File: src/rtl/twiddle_stream_gen_pkg.sv
// Shared constants, FSM encoding and sign helpers for the twiddle stream generator.
// Minifloat formats: FP8 E4M3 (sign bit 7) and FP4 E2M1 (sign bit 3).
package twiddle_stream_gen_pkg;

    localparam logic [7:0] FP8_ONE      = 8'h38;
    localparam logic [7:0] FP8_ZERO     = 8'h00;
    localparam logic [3:0] FP4_ONE      = 4'h2;
    localparam logic [3:0] FP4_ZERO     = 4'h0;
    localparam int         FP8_SIGN_BIT = 7;
    localparam int         FP4_SIGN_BIT = 3;
    localparam int         ROM_W        = 12;

    typedef enum logic [1:0] {
        IDLE  = 2'd0,
        RUN   = 2'd1,
        DRAIN = 2'd2
    } state_t;

    // Zero keeps a positive sign so the stream never carries -0.
    function automatic logic [7:0] neg_fp8(input logic [7:0] v);
        logic [7:0] r;
        r = v;
        if (v[FP8_SIGN_BIT-1:0] != '0) r[FP8_SIGN_BIT] = ~v[FP8_SIGN_BIT];
        return r;
    endfunction

    function automatic logic [3:0] neg_fp4(input logic [3:0] v);
        logic [3:0] r;
        r = v;
        if (v[FP4_SIGN_BIT-1:0] != '0) r[FP4_SIGN_BIT] = ~v[FP4_SIGN_BIT];
        return r;
    endfunction

endpackage

File: src/rtl/twiddle_qtr_rom.sv
// Quarter-wave cosine table, entries {fp8[7:0], fp4[3:0]} of cos(2*pi*i/MAX_N), i = 0..MAX_N/4.
// Image generated offline at 64-point resolution; smaller MAX_N read it with a stride.
module twiddle_qtr_rom
    import twiddle_stream_gen_pkg::*;
#(
    parameter int MAX_N = 64,
    parameter int AW    = $clog2(MAX_N) - 1
) (
    input  logic             clk,
    input  logic             en,
    input  logic [AW-1:0]    addr_a,
    input  logic [AW-1:0]    addr_b,
    output logic [ROM_W-1:0] data_a,
    output logic [ROM_W-1:0] data_b
);

    localparam int STRIDE = (MAX_N >= 64) ? 1 : 64 / MAX_N;

    function automatic logic [ROM_W-1:0] qtr_entry(input logic [AW-1:0] addr);
        int unsigned idx;
        idx = int'(addr) * STRIDE;
        case (idx)
            0:       qtr_entry = {FP8_ONE, FP4_ONE};
            1:       qtr_entry = 12'h382;
            2:       qtr_entry = 12'h382;
            3:       qtr_entry = 12'h372;
            4:       qtr_entry = 12'h372;
            5:       qtr_entry = 12'h362;
            6:       qtr_entry = 12'h352;
            7:       qtr_entry = 12'h342;
            8:       qtr_entry = 12'h331;
            9:       qtr_entry = 12'h321;
            10:      qtr_entry = 12'h311;
            11:      qtr_entry = 12'h2F1;
            12:      qtr_entry = 12'h2C1;
            13:      qtr_entry = 12'h291;
            14:      qtr_entry = 12'h240;
            15:      qtr_entry = 12'h1D0;
            default: qtr_entry = {FP8_ZERO, FP4_ZERO};
        endcase
    endfunction

    always_ff @(posedge clk) begin
        if (en) begin
            data_a <= qtr_entry(addr_a);
            data_b <= qtr_entry(addr_b);
        end
    end

endmodule

File: src/rtl/twiddle_stream_gen.sv
// Streams one radix-2 DIT stage's twiddles W_N^k through a 3-stage pipeline
// (index/angle, ROM read, sign/format) with a valid/ready output handshake.
module twiddle_stream_gen
    import twiddle_stream_gen_pkg::*;
#(
    parameter int MAX_N     = 64,
    parameter int LOG2_MAXN = $clog2(MAX_N)
) (
    input  logic                           clk,
    input  logic                           rst_n,
    input  logic                           start,
    input  logic [$clog2(LOG2_MAXN+1)-1:0] n_log2,
    input  logic [$clog2(LOG2_MAXN)-1:0]   stage,
    input  logic                           precision,
    input  logic                           inverse,
    output logic                           out_valid,
    input  logic                           out_ready,
    output logic [15:0]                    twiddle_out,
    output logic [LOG2_MAXN-1:0]           out_index,
    output logic                           out_last,
    output logic                           busy,
    output logic                           done,
    output logic                           cfg_err,
    output state_t                         dbg_state
);

    localparam int NW = $clog2(LOG2_MAXN + 1);
    localparam int SW = $clog2(LOG2_MAXN);
    localparam int AW = LOG2_MAXN - 1;
    localparam logic [AW-1:0] Q_A = AW'(MAX_N / 4);

    // Handshake: a twiddle transfers on a clk edge where out_valid && out_ready;
    // while out_valid && !out_ready every stage and the j counter hold.
    logic advance;
    assign advance = !(out_valid && !out_ready);

    state_t        state, state_nxt;
    logic [NW-1:0] cfg_n;
    logic [SW-1:0] cfg_s;
    logic          cfg_prec, cfg_inv;
    logic [AW-1:0] j_cnt;

    logic          cfg_bad, start_ok, issue, j_is_last;
    logic [NW-1:0] k_shift, m_shift;
    logic [AW-1:0] s_mask, j_last_val, k_nxt, m_nxt;

    assign cfg_bad  = (n_log2 == '0) || (n_log2 > NW'(LOG2_MAXN)) || (NW'(stage) >= n_log2);
    assign start_ok = start && !cfg_bad;
    assign issue    = (state == RUN) && advance;

    assign k_shift    = cfg_n - NW'(1) - NW'(cfg_s);
    assign m_shift    = NW'(LOG2_MAXN) - cfg_n;
    assign s_mask     = (AW'(1) << cfg_s) - AW'(1);
    assign j_last_val = (AW'(1) << (cfg_n - NW'(1))) - AW'(1);
    assign j_is_last  = (j_cnt == j_last_val);
    assign k_nxt      = (j_cnt & s_mask) << k_shift;
    assign m_nxt      = k_nxt << m_shift;

    always_comb begin
        state_nxt = state;
        busy      = 1'b0;
        done      = 1'b0;
        case (state)
            IDLE: if (start_ok) state_nxt = RUN;
            RUN: begin
                busy = 1'b1;
                if (issue && j_is_last) state_nxt = DRAIN;
            end
            DRAIN: begin
                busy = 1'b1;
                if (!s1_valid && !s2_valid && !out_valid) begin
                    done      = 1'b1;
                    state_nxt = IDLE;
                end
            end
            default: state_nxt = IDLE;
        endcase
    end

    assign dbg_state = state;

    always_ff @(posedge clk) begin
        if (!rst_n) begin
            state    <= IDLE;
            cfg_n    <= '0;
            cfg_s    <= '0;
            cfg_prec <= 1'b0;
            cfg_inv  <= 1'b0;
            j_cnt    <= '0;
            cfg_err  <= 1'b0;
        end else begin
            state   <= state_nxt;
            cfg_err <= (state == IDLE) && start && cfg_bad;
            if (state == IDLE && start_ok) begin
                cfg_n    <= n_log2;
                cfg_s    <= stage;
                cfg_prec <= precision;
                cfg_inv  <= inverse;
                j_cnt    <= '0;
            end else if (issue) begin
                j_cnt <= j_cnt + AW'(1);
            end
        end
    end

    logic          s1_valid, s1_last;
    logic [AW-1:0] s1_k, s1_m;
    logic          s2_valid, s2_last, s2_neg_re;
    logic [AW-1:0] s2_k;
    logic [AW-1:0] addr_re, addr_im;
    logic [ROM_W-1:0] rom_re, rom_im;

    // Fold the half-circle angle onto the quarter table: re from one port, im from the other.
    always_comb begin
        if (s1_m < Q_A) begin
            addr_re = s1_m;
            addr_im = Q_A - s1_m;
        end else begin
            addr_re = Q_A - (s1_m - Q_A);
            addr_im = s1_m - Q_A;
        end
    end

    twiddle_qtr_rom #(
        .MAX_N (MAX_N),
        .AW    (AW)
    ) u_rom (
        .clk    (clk),
        .en     (advance),
        .addr_a (addr_re),
        .addr_b (addr_im),
        .data_a (rom_re),
        .data_b (rom_im)
    );

    logic [7:0]  re8, im8;
    logic [3:0]  re4, im4;
    logic [15:0] tw_fmt;

    always_comb begin
        re8 = rom_re[11:4];
        re4 = rom_re[3:0];
        im8 = neg_fp8(rom_im[11:4]);
        im4 = neg_fp4(rom_im[3:0]);
        if (s2_neg_re) begin
            re8 = neg_fp8(re8);
            re4 = neg_fp4(re4);
        end
        if (cfg_inv) begin
            im8 = neg_fp8(im8);
            im4 = neg_fp4(im4);
        end
        tw_fmt = cfg_prec ? {re8, im8} : {FP8_ZERO, re4, im4};
    end

    always_ff @(posedge clk) begin
        if (!rst_n) begin
            s1_valid    <= 1'b0;
            s1_last     <= 1'b0;
            s1_k        <= '0;
            s1_m        <= '0;
            s2_valid    <= 1'b0;
            s2_last     <= 1'b0;
            s2_neg_re   <= 1'b0;
            s2_k        <= '0;
            out_valid   <= 1'b0;
            out_last    <= 1'b0;
            out_index   <= '0;
            twiddle_out <= '0;
        end else if (advance) begin
            s1_valid    <= (state == RUN);
            s1_last     <= (state == RUN) && j_is_last;
            s1_k        <= k_nxt;
            s1_m        <= m_nxt;
            s2_valid    <= s1_valid;
            s2_last     <= s1_last;
            s2_neg_re   <= (s1_m >= Q_A);
            s2_k        <= s1_k;
            out_valid   <= s2_valid;
            out_last    <= s2_valid && s2_last;
            out_index   <= s2_valid ? {1'b0, s2_k} : '0;
            twiddle_out <= s2_valid ? tw_fmt : '0;
        end
    end

endmodule

File: config.mk
export PLATFORM = sky130hd
export DESIGN_NAME = twiddle_stream_gen
export DESIGN_NICKNAME = d
export VERILOG_FILES = /design/src/rtl/twiddle_stream_gen_pkg.sv /design/src/rtl/twiddle_qtr_rom.sv /design/src/rtl/twiddle_stream_gen.sv
export SDC_FILE = /design/constraint.sdc
export NUM_CORES = 1
export LEC_CHECK = 0
export ABC_AREA = 1
export BUFFER_PORTS_ARGS = -buffer_cell sky130_fd_sc_hd__buf_2
export CORE_ASPECT_RATIO = 1.5
export CORE_MARGIN = 8
export CORE_UTILIZATION = 50
export CTS_CLUSTER_SIZE = 14
export DETAILED_ROUTE_END_ITERATION = 10
export PLACE_DENSITY = 0.73
export SLEW_MARGIN = 25
export SYNTH_ARGS = -nofsm -noshare
export SYNTH_HDL_FRONTEND = slang
export SYNTH_SLANG_ARGS = --single-unit
File: constraint.sdc
create_clock -name clk -period 7.2 [get_ports clk]
set_input_delay 0.72 -clock clk [delete_from_list [all_inputs] [get_ports clk]]
set_output_delay 0.72 -clock clk [all_outputs]
set_load 0.005 [all_outputs]
==> results of run 1 <==
[critical path, stage by stage, from the launching register on]
cell     delay (ps)
dfxtp_1         540
inv_1           250
ha_1            460
inv_1           150
fa_1            540
inv_1           180
nand3_1         120
nor2_2          180
nand2_1          90
nand2_2          80
o21ai_2          50
inv_1            50
nand2_1          50
a21oi_2         100
[area by class of cell]
| class | instances | area [um2] |
|---|---|---|
| fill | 675 | 3170 |
| multi-input combinational | 373 | 1930 |
| sequential | 73 | 1620 |
| clock buffer | 12 | 268 |
| inverter | 59 | 221 |
| timing repair buffer | 38 | 193 |
| tap | 102 | 128 |
| clock inverter | 4 | 25.0 |
[registers in the layout (all words and copies together) (netlist names)]
signal / cells
s2_valid: 1
u_rom.data_b: 8
dbg_state: 2
s1_last: 1
twiddle_out: 14
s1_k: 5
u_rom.data_a: 8
cfg_n: 3
out_index: 5
cfg_err: 1
out_valid: 1
cfg_prec: 1
s1_valid: 1
s2_k: 5
s2_neg_re: 1
j_cnt: 5
out_last: 1
cfg_s: 3
s1_m: 5
cfg_inv: 1
s2_last: 1
[power by group through the flow]
stage               logic [mW]  registers, mW  clock network (mW)
global route             0.233          0.466               0.457
floorplan                0.158          0.466                   0
finish                   0.203          0.463               0.432
CTS                      0.203          0.463               0.440
global placement         0.198          0.471                   0
detailed placement       0.202          0.471                   0
[routing by layer]
layer | global-route usage (%) | vias to the layer above | routed length (um) | share of wire (%)
li1 | - | 1773 | - | -
met1 | 16.6 | 1513 | 3300 | 40
met2 | 29.4 | 74 | 4270 | 51
met3 | 4.19 | 27 | 400 | 4.8
met4 | 12.4 | 0 | 328 | 4.0
met5 | 0 | - | 0 | 0
[through the flow]
stage / setup WS, ps / cell area [um2]
after floorplan: 4730 / 3850
after global placement: 4310 / 4100
after detailed placement: 4280 / 4100
after CTS: 4270 / 4390
after global routing: 4000 / 4390
final: 4280 / 4390
[placed cells by master (no fill, tap or decap), types with 2 or more instances in the layout]
cell         n
clkbuf_16   10
conb_1       3
o21ai_1     10
o21ai_2      4
clkinv_2     2
xnor2_1      3
edfxtp_1    16
xor2_1       7
nor2_2       4
nand2_1    115
nor2_1      52
buf_2       37
nand4_1      4
inv_1       49
o211ai_1     2
inv_2       10
a31oi_1      2
nor3_1       9
or2_1        3
a21oi_2      2
nand2_2      6
nand3_1     37
a21oi_1     51
o21ai_0     28
ha_1        17
nor2_4       2
dfxtp_1     57
[logic make-up after synthesis]
group | after synthesis | share of synthesized area (%)
flops | 73 | 42.1
compound gates | 104 | 14.8
simple gates | 238 | 26.8
fa+ha+maj | 18 | 6.05
other cells | 1 | 0.0975
buf+inv | 76 | 7.87
xor+xnor | 10 | 2.28
[how the worst max path moves through the flow]
| stage | start | to | slack (ps) | cells after the start |
|---|---|---|---|---|
| 6_report | cfg_n[0] | s1_m[3] | 4280 | 13 |
| 5_1_grt | cfg_n[0] | s1_m[2] | 4000 | 14 |
| 2_1_floorplan | cfg_n[0] | dbg_state[0] | 4730 | 14 |
| 3_5_place_dp | cfg_n[0] | s1_m[3] | 4280 | 13 |
| 4_1_cts | cfg_n[0] | s1_m[3] | 4270 | 13 |
| 3_3_place_gp | cfg_n[0] | s1_m[3] | 4310 | 13 |
==> results.py, run 1 <==
metrics = {
    "routing": {
        "drt_iter0_drc": 177,
        "drt_pass1_iterations": 4,
        "via_per_inst": 5.12,
        "drtAntennaViolNets": 0,
        "routed_wl_um": 8300,
        "num_vias": 3387,
        "wl_per_cell_um": 12.5,
        "drcViolationCount": 0,
    },
    "placement": {
        "hpwl_um": 6300,
        "placed_cells": 645,
        "port_buffers": 37,
        "place_congestion": 0.908,
    },
    "timing": {
        "rsz0062_at_grt": "false",
        "setup_viol": 0,
        "max_slew_margin_pct": 42.8,
        "period_share_pct": 40.5,
        "setup_tns_ps": 0,
        "max_freq_mhz": 343,
        "worst_pin_slew_ps": 851,
        "drv_slew": 0,
        "hold_ws_ps": 459,
        "final_hold_viol_count": 0,
        "skew_ps": 3.35,
        "period_minus_slack_ps": 2920,
    },
    "layout": {
        "fin_util_pct": 58.0,
        "fin_cells": 661,
        "layout-drive-gt1-share_pct": 15.2,
        "antennaDiodeCount": 0,
        "finalNetCount": 584,
        "area_growth_pct": 14.1,
    },
    "floorplanning": {
        "fp.coreArea_um2": 7560,
        "initial_utilization_pct": 50.9,
        "fp.dieArea_um2": 10800,
        "die_h_um": 123,
        "boundaryPins": 41,
        "rows": 39,
        "chipWidth_um": 87.6,
    },
    "pwr": {
        "power_mw": 1.10,
        "leakage_nw": 1.91,
        "ir_drop_mv": 0.158,
        "p_per_area_nw_per_um2": 250,
        "power_frac_seq_pct": 42.2,
        "p_switching_mw": 0.321,
        "intPower_mw": 0.776,
        "combPwrFrac_pct": 18.5,
        "p_clk_share_pct": 39.4,
        "switching_share_pct": 29.2,
    },
    "logic_synthesis": {
        "synth_most_common_cell": "nand2_1",
        "syn_area_um2": 3850,
        "synth_top_area_share_pct": 29.7,
        "yosysSeqAreaShare_pct": 42.1,
        "synth_edf_count": 16,
        "synth.area.top_cells": "dfxtp_1, edfxtp_1, nand2_1",
        "synth_cell_types": 40,
        "syn_avg_cell_area_um2": 7.40,
        "synth_common_cells": "nand2_1, dfxtp_1, nor2_1",
        "syn_inst": 520,
        "yosysTopAreaCell": "dfxtp_1",
        "ys_warn_count": 0,
        "ys_seq_elements": 73,
        "ys_async_sr_fraction_pct": 0,
        "synth_ff_type": "dfxtp_1",
    },
    "grt": {
        "grt_pass1_wl_um": 13900,
        "grt_max_degree": 41,
        "track_usage_pct": 16.7,
        "gr-total-overflow": 0,
        "antenna_found_initial": 0,
        "grt_pass1_vias": 3232,
    },
    "hold_path": {
        "hold_end": "twiddle_out[11]",
        "hp-start": "twiddle_out[11]",
        "worstHoldPathCells": 2,
        "hold_path_class": "register to register",
    },
    "critical_path": {
        "r2r_cells": 13,
        "arrival_ps": 3190,
        "required_ps": 7470,
        "crit_type": "register to register",
        "rrSetupSlack_ps": 4280,
        "r2r_start": "cfg_n[0]",
        "cp_max_fo": 10,
        "critPathLaunchType": "register",
        "rr_endpoint": "s1_m[3]",
        "crit_path_end_kind": "register",
    },
    "job": {
        "max_cap_violations": 0,
    },
    "clocking": {
        "clock_latency_ps": 330,
        "cts_buffer_depth": 2,
        "cts_buffers": 9,
        "cts.sinks": 73,
        "postCtsSetupBuffers": 0,
        "ctsHtreeMaxLevel": 3,
        "clk_pin_slew_ps": 50,
        "cts_tree": "yes",
        "ctsHoldBuffers": 0,
        "cts_resized": 0,
        "root_buffer": "clkbuf_16",
    },
    "status": {
        "status": "completed",
    },
}
(Power assumes the default switching activity.)
==> run 2: changes to the inputs <==
--- a/config.mk
+++ b/config.mk
@@ -5,7 +5,7 @@
 export SDC_FILE = /design/constraint.sdc
 export NUM_CORES = 1
 export LEC_CHECK = 0
-export ABC_AREA = 1
+export ABC_AREA = 0
 export BUFFER_PORTS_ARGS = -buffer_cell sky130_fd_sc_hd__buf_2
 export CORE_ASPECT_RATIO = 1.5
 export CORE_MARGIN = 8
==> constraint.sdc (replaced) <==
create_clock -name clk -period 2.9 [get_ports clk]
set_input_delay 0.29 -clock clk [delete_from_list [all_inputs] [get_ports clk]]
set_output_delay 0.29 -clock clk [all_outputs]
set_load 0.005 [all_outputs]
==> results.py, run 2 <==
metrics = {
    "status": {
        "status": "completed",
    },
    "routing": {
        "drt_iter0_drc": 198,
        "drtAntennaViolNets": 0,
        "drt_pass1_iterations": 4,
        "num_vias": 3165,
        "wl_per_cell_um": 13.9,
        "via_per_inst": 5.44,
        "routed_wl_um": 8090,
        "drcViolationCount": 0,
    },
    "grt": {
        "grt_pass1_vias": 3042,
        "use_met2_pct": 29.1,
        "top_usage_layer": "met2",
        "met1_usage_pct": 15.8,
        "grt_pass1_wl_um": 13500,
        "gr-total-overflow": 0,
        "grt_max_degree": 44,
        "track_usage_pct": 15.8,
        "antenna_found_initial": 0,
        "use_met3_pct": 3.76,
    },
    "placement": {
        "port_buffers": 37,
        "place_congestion": 0.920,
        "hpwl_um": 5990,
    },
    "layout": {
        "largest_reg_flops": 14,
        "layout-drive-gt1-share_pct": 16.5,
        "regMostFlops": "twiddle_out",
        "finalNetCount": 505,
        "antennaDiodeCount": 0,
        "top_regs": "twiddle_out: 14 flops, u_rom.data_a: 8 flops, u_rom.data_b: 8 flops",
        "area_growth_pct": 13.7,
        "mostFrequentLayoutCells": "nor2_1, dfxtp_1, nand2_1, buf_2, a21oi_1",
        "layout_commonest_cell": "nor2_1",
    },
    "logic_synthesis": {
        "syn_inst": 445,
        "syn_avg_cell_area_um2": 8.72,
        "synth_ff_type": "dfxtp_1",
        "synth_top_area_share_pct": 29.4,
        "ys_async_sr_fraction_pct": 0,
        "synth_common_cells": "dfxtp_1, nor2_1, nand2_1",
        "synth_edf_count": 16,
        "synth.area.top_cells": "dfxtp_1, edfxtp_1, nor2_1",
        "yosysSeqAreaShare_pct": 41.8,
        "ys_warn_count": 0,
        "ys_seq_elements": 73,
        "yosysTopAreaCell": "dfxtp_1",
        "synth_cell_types": 59,
        "syn_area_um2": 3880,
    },
    "critical_path": {
        "crit_top_cell": "inv_1",
        "crit_type": "register to register",
        "required_ps": 3160,
        "crit_path_end_kind": "register",
        "crit_chain": "inv_1 -> ha_1 -> inv_1 -> fa_1 -> xnor3_1 -> buf_4 -> a221oi_1 -> a31oi_1 -> a21oi_1",
        "arrival_ps": 2890,
        "r2r_start": "cfg_n[1]",
        "cp_slowest_stage_delay_ps": 460,
        "critPathLaunchType": "register",
        "cp_max_fo": 5,
        "cpMaxStageDelayCell": "fa_1",
        "cp-startpoint": "cfg_n[1]",
    },
    "clocking": {
        "cts_buffers": 9,
        "cts_tree": "yes",
        "cts.sinks": 73,
        "ctsHoldBuffers": 0,
        "cts_buffer_depth": 2,
        "clk_pin_slew_ps": 50,
        "root_buffer": "clkbuf_16",
        "ctsHtreeMaxLevel": 3,
        "clock_latency_ps": 330,
    },
    "timing": {
        "setup_viol": 0,
        "worst_pin_slew_ps": 691,
        "final_hold_viol_count": 0,
        "rsz0062_at_grt": "false",
        "period_share_pct": 90.7,
        "max_freq_mhz": 380,
        "hold_ws_ps": 193,
        "period_minus_slack_ps": 2630,
        "drv_slew": 0,
        "setup_tns_ps": 0,
        "skew_ps": 3.99,
        "max_slew_margin_pct": 53.8,
    },
    "job": {
        "max_cap_violations": 0,
    },
    "hold_path": {
        "hold_path_class": "primary input to register",
        "hp-start": "inverse",
    },
    "pwr": {
        "ir_drop_mv": 0.333,
        "intPower_mw": 1.79,
        "combPwrFrac_pct": 12.4,
        "switching_share_pct": 25.0,
        "power_frac_seq_pct": 45.6,
        "p_per_area_nw_per_um2": 541,
        "leakage_nw": 1.76,
        "p_clk_share_pct": 41.9,
        "p_switching_mw": 0.595,
    },
    "floorplanning": {
        "initial_utilization_pct": 51.3,
        "fp.coreArea_um2": 7560,
        "chipWidth_um": 87.9,
        "boundaryPins": 41,
        "fp.dieArea_um2": 10900,
        "rows": 39,
        "die_h_um": 124,
    },
}
[run 2: power groups by stage]
stage | Sequential, mW | Combinational, mW | Clock (mW)
after floorplan | 1.10 | 0.229 | 0
after global placement | 1.11 | 0.289 | 0
after detailed placement | 1.11 | 0.294 | 0
after CTS | 1.09 | 0.296 | 1.02
after global routing | 1.09 | 0.330 | 1.05
final | 1.09 | 0.297 | 1.00
[run 2: final timing paths]
| path | endpoint | slack (ps) | depth (start not counted) |
|---|---|---|---|
| max reg2reg | s1_k[4] | 270 | 9 |
| max | s1_k[4] | 270 | 9 |
| min reg2reg | out_last | 450 | 2 |
| min | cfg_inv | 190 | 3 |
[run 2: kinds of logic (layout without fill, tap and decap cells)]
group           count (synthesis)  count (layout)  synth area share (%)
fa+ha+maj                      18              18                  6.00
xor+xnor                       27              27                  6.45
other cells                     1               3                0.0967
compound gates                 92              92                  15.3
buf+inv                        51              84                  5.81
simple gates                  165             165                  19.7
flops                          73              73                  41.8
mux                            18              18                  4.84
[run 2: worst max-delay path, delay by kind of cell (launching register included)]
kind / cells / cell delay [ps]
buf+inv: 3 / 340
xor+xnor: 1 / 370
fa+ha+maj: 2 / 830
compound gates: 3 / 660
flops: 1 / 360
[run 2: stage by stage]
step / power, mW / area [um2] / cells / util, % / setup slack (ps)
floorplan: 1.33 / 3890 / 447 / - / 102
global placement: 1.40 / 4130 / 566 / 54.7 / 283
detailed placement: 1.40 / 4130 / 566 / 54.7 / 161
CTS: 2.40 / 4400 / 582 / 58.2 / 145
global route: 2.47 / 4410 / 582 / 58.3 / 72.2
finish: 2.39 / 4410 / 582 / 58.3 / 270
[run 2: layout make-up]
| class | count | area [um2] |
|---|---|---|
| Clock inverter | 3 | 16.3 |
| Timing Repair Buffer | 48 | 268 |
| Sequential cell | 73 | 1620 |
| Fill cell | 631 | 3150 |
| Multi-Input combinational cell | 323 | 2050 |
| Clock buffer | 13 | 250 |
| Inverter | 20 | 75.1 |
| Tap cell | 102 | 128 |
[run 2: what timing repair did]
item	CTS	global route
endpoints found under the setup margin	0	3
resized for setup	0	3
buffers inserted	0	0
[run 2: per-layer routing]
metal | vias up | wire, um
li1 | 1602 | -
met4 | 0 | 202
met1 | 1486 | 3210
met5 | - | 0
met3 | 17 | 360
met2 | 60 | 4320
